--- src/rtl/morse_char_decoder.sv ---
// Morse character decoder: turns completed capture-stage characters
// into ASCII, inserts spaces at word gaps and buffers the text in a FIFO.
module morse_char_decoder #(
    parameter int MAX_LEN = 6,
    parameter int LEN_W   = 3,
    parameter int DEPTH   = 8
) (
    input  logic                     clk,
    input  logic                     rst_n,
    input  logic [LEN_W-1:0]         len,
    input  logic [MAX_LEN-1:0]       dits_dahs,
    input  logic                     error,
    input  logic                     char_end,
    input  logic                     word_end,
    output logic                     cap_clr,
    output logic [7:0]               out_data,
    output logic                     out_valid,
    input  logic                     out_ready,
    output logic [$clog2(DEPTH):0]   fifo_count,
    output logic                     overflow
);

    localparam int PTR_W = $clog2(DEPTH);
    localparam int CNT_W = PTR_W + 1;
    localparam logic [CNT_W-1:0] FULL = CNT_W'(DEPTH);
    localparam logic [7:0] QMARK = 8'h3F;
    localparam logic [7:0] SPC   = 8'h20;

    typedef enum logic [1:0] {IDLE, EMIT, SPACE} state_t;

    state_t               state, state_nxt;
    logic                 space_pending, sp_nxt;
    logic                 latch_en;
    logic [LEN_W-1:0]     lat_len;
    logic [MAX_LEN-1:0]   lat_pat;
    logic                 lat_err;
    logic                 push;
    logic [7:0]           push_data;
    logic                 do_pop, do_write;
    logic [7:0]           mem [DEPTH];
    logic [PTR_W-1:0]     wr_ptr, rd_ptr;
    logic [CNT_W-1:0]     count;

    // Pattern is written first-symbol-first, dit = 1, dah = 0.
    function automatic logic [7:0] decode(
        input logic [LEN_W-1:0]   l,
        input logic [MAX_LEN-1:0] p,
        input logic               e
    );
        logic [7:0] c;
        c = QMARK;
        case (int'(l))
            1: c = p[0] ? 8'h45 : 8'h54;
            2: case (p[1:0])
                2'b11:   c = 8'h49;
                2'b10:   c = 8'h41;
                2'b01:   c = 8'h4E;
                default: c = 8'h4D;
            endcase
            3: case (p[2:0])
                3'b111:  c = 8'h53;
                3'b110:  c = 8'h55;
                3'b101:  c = 8'h52;
                3'b100:  c = 8'h57;
                3'b011:  c = 8'h44;
                3'b010:  c = 8'h4B;
                3'b001:  c = 8'h47;
                default: c = 8'h4F;
            endcase
            4: case (p[3:0])
                4'b1111: c = 8'h48;
                4'b1110: c = 8'h56;
                4'b1101: c = 8'h46;
                4'b1011: c = 8'h4C;
                4'b1001: c = 8'h50;
                4'b1000: c = 8'h4A;
                4'b0111: c = 8'h42;
                4'b0110: c = 8'h58;
                4'b0101: c = 8'h43;
                4'b0100: c = 8'h59;
                4'b0011: c = 8'h5A;
                4'b0010: c = 8'h51;
                default: c = QMARK;
            endcase
            5: case (p[4:0])
                5'b10000: c = 8'h31;
                5'b11000: c = 8'h32;
                5'b11100: c = 8'h33;
                5'b11110: c = 8'h34;
                5'b11111: c = 8'h35;
                5'b01111: c = 8'h36;
                5'b00111: c = 8'h37;
                5'b00011: c = 8'h38;
                5'b00001: c = 8'h39;
                5'b00000: c = 8'h30;
                default:  c = QMARK;
            endcase
            default: c = QMARK;
        endcase
        if (e) c = QMARK;
        return c;
    endfunction

    // FSM state, space flag and registered capture clear
    always_ff @(posedge clk or negedge rst_n) begin
        if (!rst_n) begin
            state         <= IDLE;
            space_pending <= 1'b0;
            cap_clr       <= 1'b0;
        end else begin
            state         <= state_nxt;
            space_pending <= sp_nxt;
            cap_clr       <= (state_nxt != IDLE);
        end
    end

    // Snapshot of the completed character, decoded during EMIT
    always_ff @(posedge clk or negedge rst_n) begin
        if (!rst_n) begin
            lat_len <= '0;
            lat_pat <= '0;
            lat_err <= 1'b0;
        end else if (latch_en) begin
            lat_len <= len;
            lat_pat <= dits_dahs;
            lat_err <= error;
        end
    end

    // Next-state logic and FIFO push request
    always_comb begin
        state_nxt = state;
        sp_nxt    = space_pending;
        latch_en  = 1'b0;
        push      = 1'b0;
        push_data = QMARK;
        unique case (state)
            IDLE: begin
                if (char_end && len != '0) begin
                    latch_en  = 1'b1;
                    state_nxt = EMIT;
                end else if (word_end && len == '0 && space_pending) begin
                    state_nxt = SPACE;
                end else if (len != '0 && !char_end) begin
                    sp_nxt = 1'b0;
                end
            end
            EMIT: begin
                push      = 1'b1;
                push_data = decode(lat_len, lat_pat, lat_err);
                sp_nxt    = 1'b1;
                state_nxt = IDLE;
            end
            SPACE: begin
                push      = 1'b1;
                push_data = SPC;
                sp_nxt    = 1'b0;
                state_nxt = IDLE;
            end
            default: state_nxt = IDLE;
        endcase
    end

    assign do_pop   = out_valid && out_ready;
    assign do_write = push && (count != FULL);

    // Circular text buffer; a push into a full buffer is dropped
    always_ff @(posedge clk or negedge rst_n) begin
        if (!rst_n) begin
            for (int i = 0; i < DEPTH; i++) mem[i] <= '0;
            wr_ptr   <= '0;
            rd_ptr   <= '0;
            count    <= '0;
            overflow <= 1'b0;
        end else begin
            if (do_write) begin
                mem[wr_ptr] <= push_data;
                wr_ptr      <= wr_ptr + PTR_W'(1);
            end
            if (do_pop) rd_ptr <= rd_ptr + PTR_W'(1);
            if (push && count == FULL) overflow <= 1'b1;
            case ({do_write, do_pop})
                2'b10:   count <= count + CNT_W'(1);
                2'b01:   count <= count - CNT_W'(1);
                default: count <= count;
            endcase
        end
    end

    assign out_data   = mem[rd_ptr];
    assign out_valid  = (count != '0);
    assign fifo_count = count;

endmodule
--- config.mk ---
export PLATFORM = sky130hd
export DESIGN_NAME = morse_char_decoder
export DESIGN_NICKNAME = d
export VERILOG_FILES = /design/src/rtl/morse_char_decoder.sv
export SDC_FILE = /design/constraint.sdc
export NUM_CORES = 1
export LEC_CHECK = 0
export BUFFER_PORTS_ARGS = -buffer_cell sky130_fd_sc_hd__buf_2
export CAP_MARGIN = 20
export CORE_MARGIN = 1.5
export CORE_UTILIZATION = 45
export DETAILED_ROUTE_END_ITERATION = 8
export GPL_TIMING_DRIVEN = 1
export PLACE_DENSITY = 0.7
export SYNTH_ARGS = -nofsm -noshare
export SYNTH_HDL_FRONTEND = slang
export SYNTH_SLANG_ARGS = --single-unit
--- constraint.sdc ---
create_clock -name clk -period 2.8 [get_ports clk]
set_input_delay 0.56 -clock clk [delete_from_list [all_inputs] [get_ports clk]]
set_output_delay 0.56 -clock clk [all_outputs]
set_load 0.01 [all_outputs]
==> results of run 1 <==
## state kept, by name (all words and copies together), names as in the netlist
signal / flops
mem: 56
lat_err: 1
lat_len: 3
space_pending: 1
lat_pat: 5
cap_clr: 1
rd_ptr: 3
fifo_count: 4
state: 2
wr_ptr: 3
overflow: 1
## per-layer routing
metal	GRT usage	vias up	wire length, um
met4	0.0630	0	148
met1	0.275	1619	4300
met3	0.0442	16	557
li1	-	1583	-
met5	0	-	0
met2	0.328	119	4620
## synth_stat cells (2+ instances only)
cell type and count:
a2111oi_0 2, a211oi_1 3, a21o_1 2, a21oi_1 11
a22o_1 16, a311o_1 2, a31oi_1 2, buf_1 2
buf_2 4, clkbuf_1 10, dfrtp_1 80, ha_1 18
inv_1 11, inv_2 3, mux2_2 18, mux4_2 16
nand2_1 70, nand2b_1 9, nand3_1 11, nor2_1 20
nor2b_1 4, nor3_1 7, nor3b_1 2, o21ai_0 10
o21ai_1 29, o221ai_1 8, o32ai_1 2, or4_1 2
or4b_1 2, xnor2_1 6, xor2_1 3
## cell families after synthesis
| kind of cell | synth area share |
|---|---|
| simple gates | 0.148 |
| fa+ha+maj | 0.0561 |
| compound gates | 0.154 |
| buf+inv | 0.0312 |
| mux | 0.134 |
| other cells | 0.000858 |
| flops | 0.458 |
| xor+xnor | 0.0180 |
## critical path: stages (launching register included)
cell and delay, ns:
dfrtp_1 0.83, mux4_2 0.43, mux2_2 0.29, buf_2 0.14
## power groups by stage
stage	sequential (mW)	combinational, mW	clock (mW)
floorplan	2.06	2.52	0
global placement	2.24	3.11	0
detailed placement	2.29	3.21	0
CTS	2.27	3.23	0.836
global route	2.35	3.61	0.876
finish	2.27	3.24	0.812
## worst paths after layout
check	from	end	slack, ns	cells after the start
max	rd_ptr[1]	out_data[0]	0.19	3
min	rst_n	mem[24]	0.19	1
max reg2reg	lat_pat[0]	mem[18]	0.29	7
min reg2reg	overflow	overflow	0.48	1
max in group asynchronous	rst_n	mem[43]	1.91	2
min in group clk	error	lat_err	0.43	2
## area by class of cell
| cell class | count | area, um2 |
|---|---|---|
| Tap cell | 129 | 161 |
| Inverter | 14 | 52.6 |
| Multi-Input combinational cell | 302 | 2230 |
| Fill cell | 853 | 4450 |
| Clock inverter | 6 | 51.3 |
| Clock buffer | 10 | 138 |
| Sequential cell | 80 | 2000 |
| Timing Repair Buffer | 41 | 240 |
## through the flow
step | power [mW] | utilization | setup slack [ns] | hold slack, ns | area, um2
floorplan | 4.58 | - | 0.298 | 0.264 | 4370
global placement | 5.36 | 0.502 | 0.316 | 0.459 | 4680
detailed placement | 5.50 | 0.502 | 0.269 | 0.468 | 4680
CTS | 6.33 | 0.522 | 0.170 | 0.210 | 4870
global route | 6.84 | 0.523 | 0.122 | 0.240 | 4880
finish | 6.32 | 0.523 | 0.193 | 0.185 | 4880
==> impl_results.md, run 1 <==
* Area delta synth->final at 11.6%
* Cell taking the most area after synthesis: dfrtp_1
* Power Dens Cells at 1300 nW/um2
* Cell Area, Synth at 4370 um2
* Drt drc at 0
* Worst setup SP type: flop
* Critical path start-end classification: flop to primary output
* Ys Warns at 0
* FF+latch count, synth at 80
* Max-cap viol count at 0
* CORE AREA at 9330 um2
* CTS HTree Levels at 3
* P_int at 3.64 mW
* Slew Limit Fails at 0
* Post-Syn Area per Cell at 10.6 um2
* EDFF count, synth at 0
* Vias in the first global route at 3,314
* Max-slew headroom at 0.463
* Worst Path Arrival at 2.05 ns
* Top_reg_cell synth: dfrtp_1
* Final setup vio count at 0
* Remaining global-route overflow at 0
* Hold Crit Class: primary input to async pin
* Routability cong. at 0.881
* Setup repair bufs after CTS at 0
* Io pins at 30
* Final Cycle Share at 0.931
* First-pass GRT wire length at 16,300 um
* TritonCTS Buffers at 9
* Worst-Skew Late Latency at 0.36 ns
* NetSw at 2.68 mW
* WP data required at 2.24 ns
* Sequential Power Share at 0.359
* Die Span Y at 102 um
* # port buffers at 27
* Largest net degree at the start of global routing at 46
* Setup TNS at 0 ns
* Top cell type's share of synthesized area at 0.458
* Drt wl/cell at 16.5 um
* TritonRoute pass-1 iters at 5
* Shortest period the worst path allows at 2.61 ns
* Diode count at 0
* Clock Skew at 0.0155 ns
* Root buf cell: clkbuf_8
* Final Hold Fails at 0
* Tightest Pin Transition at 0.804 ns
* Cells after DPL at 565
* Vias at 3,337
* Achievable Freq at 384 MHz
* Post-CTS sizing at 0
* Final WL at 9630 um
* Initial antenna violation count at 0
* Initial Util at 0.469
* Hold-fix buffers, CTS at 0
* Synth Instances at 414
* Clock power share at 0.128
* CP Max Fanout at 16
* CP endpoint kind: primary output
* Sequential share of the synthesized area at 0.458
* DRT antenna net count at 0
* Bufs on Longest Clock Path at 2
* Asr flop ratio synth at 1.00
* Mapped Nets at 448
* Hpwl dp at 6990 um
* Die X at 102 um
* Most frequent cells in the layout: dfrtp_1 (80), nand2_1 (70), o21ai_1 (29)
* Clock Sink Count at 80
* All-Layer GR Usage at 0.203
* RSZ-0062 raised after global routing: no
* Layout cells sized above 1 at 0.219
* TritonCTS clock tree: done
* Ranking of synthesized cells by area: dfrtp_1 (46%), mux4_2 (8.2%), nand2_1 (6.0%), ha_1 (5.2%), mux2_2 (4.6%)
* Unique masters post-synth at 60
* CTS clk-pin slew, worst paths at 0.09 ns
* Die footprint at 10,300 um2
* Static Leak at 2.13 nW
* # rows at 35
* Sw Share at 0.424
* Non-filler cells, final at 582
* Worst VDD drop at 0.600 mV
* Avg Vias per Cell at 5.73
* DRT iter0 DRCs at 245
* Status: finished, final reports clean
* Layout net count at 482
* Combinational group share of total power at 0.513
* Commonest non-fill, non-tap cell in the layout: dfrtp_1
Power figures use the tool's default switching activity.
==> inputs of run 2 (changes only) <==
- CELL_PAD_IN_SITES_DETAIL_PLACEMENT: not set -> 1
- CELL_PAD_IN_SITES_GLOBAL_PLACEMENT: not set -> 1
- PLACE_DENSITY: 0.7 -> 0.83
==> run 2 against run 1 <==
Non-clock buffer count rose by 2. Critical path depth did not move. Final area rose by 1.2%. Sequential share of layout area fell by 0.48 points. Routed wire length rose by 15%. Maximum frequency fell by 1.7%. Largest power group unchanged. Largest cell class unchanged. Flip-flop and latch count did not move. Combinational power rose by 3%. Die area did not move. Hold slack improved by 0.23 ns. Via count rose by 2.1%.
==> impl_results.md, run 2 (synthesized netlist as in run 1, its figures left out) <==
* Hpwl dp at 8020 um
* Shortest period the worst path allows at 2.65 ns
* CP max stage delay at 0.86 ns
* WP data required at 2.24 ns
* Avg Vias per Cell at 5.84
* First-pass GRT wire length at 18,800 um
* DRT antenna net count at 0
* # port buffers at 27
* CP delay by family, top: flip-flops
* CP endpoint kind: primary output
* Most frequent cells in the layout: dfrtp_1 (80), nand2_1 (70), o21ai_1 (29)
* Hold-fix buffers, CTS at 0
* CTS clk-pin slew, worst paths at 0.09 ns
* Worst path cell trace: mux4_2 > mux2_2 > buf_2
* Clock Sink Count at 80
* Power Dens Cells at 1330 nW/um2
* TritonRoute pass-1 iters at 4
* Io pins at 30
* Fill count at 1,049
* Fin area at 4930 um2
* Critical path start-end classification: flop to primary output
* Final setup vio count at 0
* Combinational group share of total power at 0.509
* Static Leak at 2.16 nW
* Vias in the first global route at 3,715
* Bufs on Longest Clock Path at 2
* All-Layer GR Usage at 0.237
* Initial antenna violation count at 0
* Area delta synth->final at 12.9%
* Die footprint at 10,300 um2
* Layout net count at 484
* Diode count at 0
* Worst hold margin at 0.418 ns
* Routability cong. at 0.902
* Final WL at 11,100 um
* CTS HTree Levels at 3
* DRT iter0 DRCs at 187
* Post-Place Cell Area at 4680 um2
* Worst setup SP type: flop
* Setup TNS at 0 ns
* # rows at 35
* Crit path max-delay cell type: dfrtp_1
* Die Span Y at 102 um
* Achievable Freq at 377 MHz
* Tightest Pin Transition at 0.818 ns
* NetSw at 2.84 mW
* Largest net degree at the start of global routing at 81
* RSZ-0062 raised after global routing: no
* Clock power share at 0.141
* Sw Share at 0.432
* Clock Skew at 0.0118 ns
* Die X at 102 um
* TritonCTS clock tree: done
* Setup repair bufs after CTS at 0
* Final Cycle Share at 0.947
* Drt drc at 0
* CP Max Fanout at 16
* Root buf cell: clkbuf_8
* Status: finished, final reports clean
* Vias at 3,408
* Worst Path Arrival at 2.09 ns
* Worst-Skew Late Latency at 0.37 ns
* Final Hold Fails at 0
* TritonCTS Buffers at 9
* Remaining global-route overflow at 0
* Worst VDD drop at 0.575 mV
* Drt wl/cell at 19.0 um
* P_int at 3.73 mW
* Sequential Power Share at 0.350
* Max-slew headroom at 0.454
* Max-cap viol count at 0
* Max FFs per register at 56
* Commonest non-fill, non-tap cell in the layout: dfrtp_1
* Most flop-heavy register: mem
* WP buf/inv at 1
* Slew Limit Fails at 0
* Hold Crit Class: primary input to flop
* CORE AREA at 9330 um2
* Post-CTS sizing at 0
* Layout cells sized above 1 at 0.220
* Initial Util at 0.469
==> run 2: cell types whose count changed in the layout (fill, tap and decap cells not counted) <==
cell,delta
buf_16,+1
inv_6,+1
clkinvlp_4,-1
inv_8,+1
clkbuf_2,-1
bufinv_16,+1
clkinv_4,-1
dlygate4sd3_1,+1
buf_2,+1
clkbuf_8,-1
==> run 2: metal layers <==
metal  share of wire  global-route usage  wire [um]  vias to the layer above
met4           0.018              0.0726        199                        0
met5               0                   0          0                        -
li1                -                   -          -                     1582
met1            0.43               0.302       4770                     1726
met3           0.039              0.0490        430                       21
met2            0.51               0.407       5710                       79
==> run 2: through the flow <==
stage | std cells | util | setup WS [ns] | power [mW]
2_1_floorplan | 414 | - | 0.298 | 4.58
3_3_place_gp | 565 | 0.502 | 0.313 | 5.38
3_5_place_dp | 565 | 0.502 | 0.227 | 5.64
4_1_cts | 581 | 0.524 | 0.151 | 6.59
5_1_grt | 584 | 0.529 | 0.0661 | 7.09
6_report | 584 | 0.529 | 0.149 | 6.57
==> run 2: path summary, 6_finish.rpt <==
kind                          startpoint       endpoint  slack, ns  depth (start not counted)
max                            rd_ptr[1]    out_data[1]       0.15                          3
min                         dits_dahs[3]     lat_pat[3]       0.42                          2
max reg2reg                fifo_count[1]  fifo_count[3]       0.25                         10
min reg2reg                     overflow       overflow       0.48                          1
max in group asynchronous          rst_n  fifo_count[1]       1.67                          3
min in group asynchronous          rst_n        mem[16]       0.54                          2
==> run 2: power groups by stage <==
stage               registers (mW)  clock network, mW  logic, mW
floorplan                     2.06                  0       2.52
global placement              2.26                  0       3.12
detailed placement            2.32                  0       3.32
CTS                           2.30              0.946       3.34
global route                  2.39              0.994       3.71
finish                        2.30              0.924       3.34
==> run 2: final cells by class <==
class / instances / area (um2) / area share
Multi-Input combinational cell: 302 / 2230 / 0.452
Tap cell: 129 / 161 / 0.0327
Sequential cell: 80 / 2000 / 0.406
Timing Repair Buffer: 43 / 278 / 0.0563
Inverter: 14 / 52.6 / 0.0106
Clock inverter: 7 / 85.1 / 0.0172
Clock buffer: 9 / 124 / 0.0251
